[config.mk]
export PLATFORM = sky130hd
export DESIGN_NAME = clip_pipe
export DESIGN_NICKNAME = d
export VERILOG_FILES = /design/src/rtl/clip_pipe.sv
export SDC_FILE = /design/constraint.sdc
export NUM_CORES = 1
export LEC_CHECK = 0
export ABC_AREA = 1
export CORE_ASPECT_RATIO = 0.9
export CORE_UTILIZATION = 53
export CTS_CLUSTER_DIAMETER = 50
export DETAILED_ROUTE_END_ITERATION = 8
export HOLD_SLACK_MARGIN = 0.03
export PLACE_DENSITY = 0.85
export SYNTH_ARGS = -nofsm -noshare
export SYNTH_HDL_FRONTEND = slang
export SYNTH_SLANG_ARGS = --single-unit
[constraint.sdc]
create_clock -name Clock -period 4.1 [get_ports Clock]
set_input_delay 0.82 -clock Clock [delete_from_list [all_inputs] [get_ports Clock]]
set_output_delay 0.82 -clock Clock [all_outputs]
set_load 0.01 [all_outputs]
[src/rtl/clip_pipe.sv]
// clip_pipe
// Two-stage round/shift/saturate pipeline for CHANNELS signed fixed-point
// samples per beat. Each sample is rounded (optionally), arithmetic-shifted
// down by SHIFT bits and saturated to an unsigned OUT_W-bit value. It also
// keeps running counts of how many samples clipped high and low.
//
// Ports:
//   Clock       system clock, rising edge
//   Resetn      asynchronous active-low reset
//   in_valid    input beat valid
//   in_ready    block can accept a beat this cycle
//   in_data     CHANNELS signed IN_W-bit samples, channel 0 in the LSBs
//   out_valid   output beat valid
//   out_ready   downstream accepts the beat
//   out_data    CHANNELS unsigned OUT_W-bit clipped samples
//   out_sat     per-channel clip flag, aligned with out_data
//   clr_stats   synchronous clear of both clip counters
//   sat_hi_cnt  saturating count of samples clipped to full scale
//   sat_lo_cnt  saturating count of samples clipped to zero
module clip_pipe #(
  parameter int IN_W     = 32,
  parameter int OUT_W    = 8,
  parameter int CHANNELS = 3,
  parameter int SHIFT    = 16,
  parameter int ROUND    = 1,
  parameter int CNT_W    = 16
) (
  input  logic                      Clock,
  input  logic                      Resetn,
  input  logic                      in_valid,
  output logic                      in_ready,
  input  logic [CHANNELS*IN_W-1:0]  in_data,
  output logic                      out_valid,
  input  logic                      out_ready,
  output logic [CHANNELS*OUT_W-1:0] out_data,
  output logic [CHANNELS-1:0]       out_sat,
  input  logic                      clr_stats,
  output logic [CNT_W-1:0]          sat_hi_cnt,
  output logic [CNT_W-1:0]          sat_lo_cnt
);

  // Rounding constant; the separate shift amount keeps SHIFT=0 from
  // producing a negative shift count even in the unused branch.
  localparam int RSH = (SHIFT > 0) ? SHIFT - 1 : 0;
  localparam logic [IN_W:0] RND =
    (ROUND != 0 && SHIFT > 0) ? ((IN_W+1)'(1) << RSH) : '0;

  logic                           va;
  logic [CHANNELS-1:0][IN_W:0]    a_q;
  logic [CHANNELS-1:0][IN_W:0]    a_next;
  logic [CHANNELS-1:0][OUT_W-1:0] b_next;
  logic [CHANNELS-1:0]            hi_flag;
  logic [CHANNELS-1:0]            lo_flag;
  logic                           adv_b;
  logic                           load_b;
  logic [CNT_W:0]                 hi_n;
  logic [CNT_W:0]                 lo_n;
  logic [CNT_W:0]                 hi_sum;
  logic [CNT_W:0]                 lo_sum;

  // Stage B moves whenever its slot is empty or being drained; stage A can
  // take a new beat when it is empty or is handing its beat on to B.
  assign adv_b    = !out_valid || out_ready;
  assign in_ready = !va || adv_b;
  assign load_b   = adv_b && va;

  // Round and shift in IN_W+1 bits so adding the rounding constant to the
  // most positive input cannot wrap negative.
  always_comb begin
    a_next = '0;
    for (int c = 0; c < CHANNELS; c++) begin
      a_next[c] = ($signed({in_data[c*IN_W+IN_W-1], in_data[c*IN_W +: IN_W]})
                   + $signed(RND)) >>> SHIFT;
    end
  end

  // Saturate the shifted value: negative goes to zero, anything with bits
  // above OUT_W goes to full scale. Also tally clips for the counters.
  always_comb begin
    hi_flag = '0;
    lo_flag = '0;
    b_next  = '0;
    hi_n    = '0;
    lo_n    = '0;
    for (int c = 0; c < CHANNELS; c++) begin
      lo_flag[c] = a_q[c][IN_W];
      hi_flag[c] = !a_q[c][IN_W] && (|a_q[c][IN_W-1:OUT_W]);
      if (lo_flag[c])
        b_next[c] = '0;
      else if (hi_flag[c])
        b_next[c] = '1;
      else
        b_next[c] = a_q[c][OUT_W-1:0];
      hi_n = hi_n + {{CNT_W{1'b0}}, hi_flag[c]};
      lo_n = lo_n + {{CNT_W{1'b0}}, lo_flag[c]};
    end
    hi_sum = {1'b0, sat_hi_cnt} + hi_n;
    lo_sum = {1'b0, sat_lo_cnt} + lo_n;
  end

  // Stage A register: holds the round+shift result.
  always_ff @(posedge Clock or negedge Resetn) begin
    if (!Resetn) begin
      va  <= 1'b0;
      a_q <= '0;
    end else if (in_ready) begin
      va <= in_valid;
      if (in_valid)
        a_q <= a_next;
    end
  end

  // Stage B register: the output register, held while stalled.
  always_ff @(posedge Clock or negedge Resetn) begin
    if (!Resetn) begin
      out_valid <= 1'b0;
      out_data  <= '0;
      out_sat   <= '0;
    end else if (adv_b) begin
      out_valid <= va;
      if (va) begin
        out_data <= b_next;
        out_sat  <= hi_flag | lo_flag;
      end
    end
  end

  // Clip counters advance as a beat loads into stage B and stick at their
  // maximum; a clear on the same edge takes priority over the count.
  always_ff @(posedge Clock or negedge Resetn) begin
    if (!Resetn) begin
      sat_hi_cnt <= '0;
      sat_lo_cnt <= '0;
    end else if (clr_stats) begin
      sat_hi_cnt <= '0;
      sat_lo_cnt <= '0;
    end else if (load_b) begin
      sat_hi_cnt <= hi_sum[CNT_W] ? '1 : hi_sum[CNT_W-1:0];
      sat_lo_cnt <= lo_sum[CNT_W] ? '1 : lo_sum[CNT_W-1:0];
    end
  end

endmodule

==> out/metrics.yaml <==
logic_synthesis:
  synth-compound-area-share_pct: 8.691
  synth_edf_count: 0
  synth_area_leaders: "dfrtp_1 (44%), nand2_1 (20%), nor2_1 (5.2%)"
  synth_common_cells: "nand2_1 (336), dfrtp_1 (112), nor2_1 (89)"
  synth-adder-area-share_pct: 2.617
  synth_top_family_by_area: "simple AND/OR/NAND/NOR gates"
  syn-instance-count: 867
  ys_warn_count: 0
  yosys-mux-area-fraction_pct: 0
  async_flop_share_pct: 100.0
  synth_simple_gate_area_share_pct: 35.08
  syn_area_per_cell_um2: 7.389
  synthXorXnorAreaFrac_pct: 3.691
  synth_cell_types: 39
  synth.most_common_cell: "nand2_1"
  synth_area_um2: 6406
  ys_seq_area_share_pct: 43.75
  synth_fp_nets: 979
  ys_seq_elements: 112
  synth_largest_area_cell: "dfrtp_1"
  synthFlopType: "dfrtp_1"
  synth_top_area_share_pct: 43.75
clock_network:
  holdBufCountCts: 0
  clock_latency_ns: 0.34
  cts.htree.levels: 3
  ctsResizeCount: 0
  root_buffer: "clkbuf_16"
  cts_setup_buffers: 0
  cts_max_path_buffers: 2
  tritoncts: "done"
  cts_num_sinks: 112
  clk_transition_reported_paths_ns: 0.08
  cts_buffers: 9
worst_setup_path:
  r2r-end: "sat_hi_cnt[3]"
  path_max_fanout: 15
  cp-start-kind: "flip-flop"
  r2r_cells: 13
  cp-end-kind: "flip-flop"
  r2r_start: "a_q[13]"
  critical_path_arrival_ns: 3.34
  critPathKind: "flip-flop to flip-flop"
  crit_required_ns: 4.37
  reg2reg_slack_ns: 1.03
timing:
  hold_ws_ns: 0.4830
  slew_violations: 0
  setup_violations: 0
  fin_crit_sh_pct: 74.87
  max_clock_freq_mhz: 325.7
  relSlewSlack_pct: 41.50
  finalHoldViolCount: 0
  finClkSkew_ns: 0.01069
  tns_ns: 0
  rsz0062_at_grt: "false"
  layout_min_cycle_time_ns: 3.070
  tightestPinTransition_ns: 0.8775
layout:
  area_growth_pct: 25.06
  nets: 1092
  fin_cells: 1141
  fin_util_pct: 68.95
  diodes: 0
  drive_gt1_share_pct: 4.569
  fillerInstances: 964
grt:
  track_usage_pct: 25.48
  grt_use_met2_pct: 42.27
  grt-ovfl-total: 0
  grt_util_met1_pct: 35.29
  grt_pass1_wl_mm: 26.14
  grt_max_degree: 70
  busiest_layer: "met2"
  grt_pass1_vias: 5577
  globalRouteMet3Util_pct: 4.131
  antenna_found_initial: 0
floorplan:
  die_w_um: 117.9
  start_util_pct: 55.13
  die_h_um: 106.3
  ios: 162
  rows: 37
  dieArea_um2: 12530
  core_um2: 11620
routing:
  drc: 0
  wirelength_mm: 14.96
  ant_nets: 0
  initialDrtViolationCount: 438
  dr.pass1.iters: 5
  dr_total_vias: 5993
  post_drt_wl_per_cell_um: 13.11
  routed_via_density: 5.252
hold_path:
  min_from: "a_q[14]"
  min_to: "a_q[14]"
  min_path_type: "flip-flop to flip-flop"
  hold_path_depth: 2
placement:
  port-buffer-count: 116
  numPlacedInstances: 1125
  dp_hpwl_mm: 10.88
  routabilityCongestion: 0.8896
pwr:
  finalPower_uw: 3153
  powerDensity_nw_per_um2: 393.6
  leakage_uw: 0.003868
  vdd_ir_drop_max_uv: 288.1
flow_run:
  maxCapViolations: 0
outcome:
  outcome: "complete, no violations"
==> worst max-delay path by stage <==
stage / start / endpoint / slack [ns] / cells past startpoint
after floorplan: a_q[81] / sat_hi_cnt[9] / 1.46 / 14
after global placement: a_q[11] / sat_hi_cnt[3] / 1.13 / 13
after detailed placement: a_q[13] / sat_hi_cnt[3] / 1.06 / 13
after CTS: a_q[13] / sat_hi_cnt[3] / 1.04 / 13
after global routing: a_q[13] / sat_hi_cnt[6] / 0.75 / 13
final: a_q[13] / sat_hi_cnt[3] / 1.03 / 13
==> routing by layer <==
metal / part of all wire (%) / vias up
met4: 1.1 / 0
met2: 48 / 178
li1: - / 3005
met1: 46 / 2795
met5: 0 / -
met3: 4.6 / 15
==> where the power goes <==
part	internal, uW	switching [uW]	total (uW)	leakage [uW]
Sequential	1280	124	1400	0.00140
Clock	537	392	928	0.000150
Combinational	391	433	824	0.00231
Total	2210	948	3150	0.00387
==> state kept, by name, indices dropped and copies added (netlist names) <==
| register | cells |
|---|---|
| va | 1 |
| out_sat | 3 |
| sat_lo_cnt | 16 |
| a_q | 51 |
| out_data | 24 |
| sat_hi_cnt | 16 |
| out_valid | 1 |
==> stage by stage <==
step / setup slack (ns) / instance area, um^2
after detailed placement: 1.065 / 7697
after global routing: 0.7538 / 8011
after global placement: 1.128 / 7697
final: 1.030 / 8011
after floorplan: 1.460 / 6406
after CTS: 1.045 / 8011
==> layout by cell type (no fill, tap or decap), drive strengths merged <==
| master | instances |
|---|---|
| a21oi | 9 |
| a22o | 9 |
| a22oi | 1 |
| a31o | 1 |
| buf | 7 |
| bufinv | 2 |
| clkbuf | 11 |
| clkdlybuf4s50 | 115 |
| clkinv | 3 |
| clkinvlp | 1 |
| dfrtp | 112 |
| fa | 4 |
| ha | 7 |
| inv | 75 |
| nand2 | 339 |
| nand3 | 64 |
| nand3b | 2 |
| nand4 | 14 |
| nor2 | 96 |
| nor3 | 11 |
| o211ai | 3 |
| o21ai | 49 |
| o21bai | 4 |
| o22ai | 1 |
| o31ai | 15 |
| or2 | 3 |
| xnor2 | 5 |
| xor2 | 22 |
==> worst max-delay path, cell delays in order, from the launching register on <==
cell and delay [ns]:
dfrtp_1 0.39, nor2_1 0.12, nand2_1 0.16, nor2_1 0.34
nor2_1 0.11, fa_1 0.50, ha_1 0.22, fa_1 0.27
nand3_4 0.12, nor2_8 0.18, nand4_4 0.25, o21ai_0 0.16
nand2_1 0.06, o21ai_1 0.09
==> logic make-up (layout without fill, tap and decap cells) <==
kind of cell | Yosys count | in the layout
DFF | 112 | 112
and+or+nand+nor | 529 | 529
adders and majority gates | 11 | 11
xor gates and xnor gates | 27 | 27
buffers and inverters | 96 | 214
AOI/OAI and AO/OA | 92 | 92
==> final cells by class <==
| type | count | area, um^2 | area share, % |
|---|---|---|---|
| multi-input cells | 659 | 3211 | 40.07 |
| inverters | 76 | 285.3 | 3.561 |
| clock inverters | 5 | 81.33 | 1.015 |
| clock buffers | 11 | 232.7 | 2.905 |
| well taps | 156 | 195.2 | 2.436 |
| repair buffers | 122 | 1204 | 15.02 |
| flip-flops and latches | 112 | 2803 | 34.98 |
Note: power is estimated with default switching activity, not from simulation.
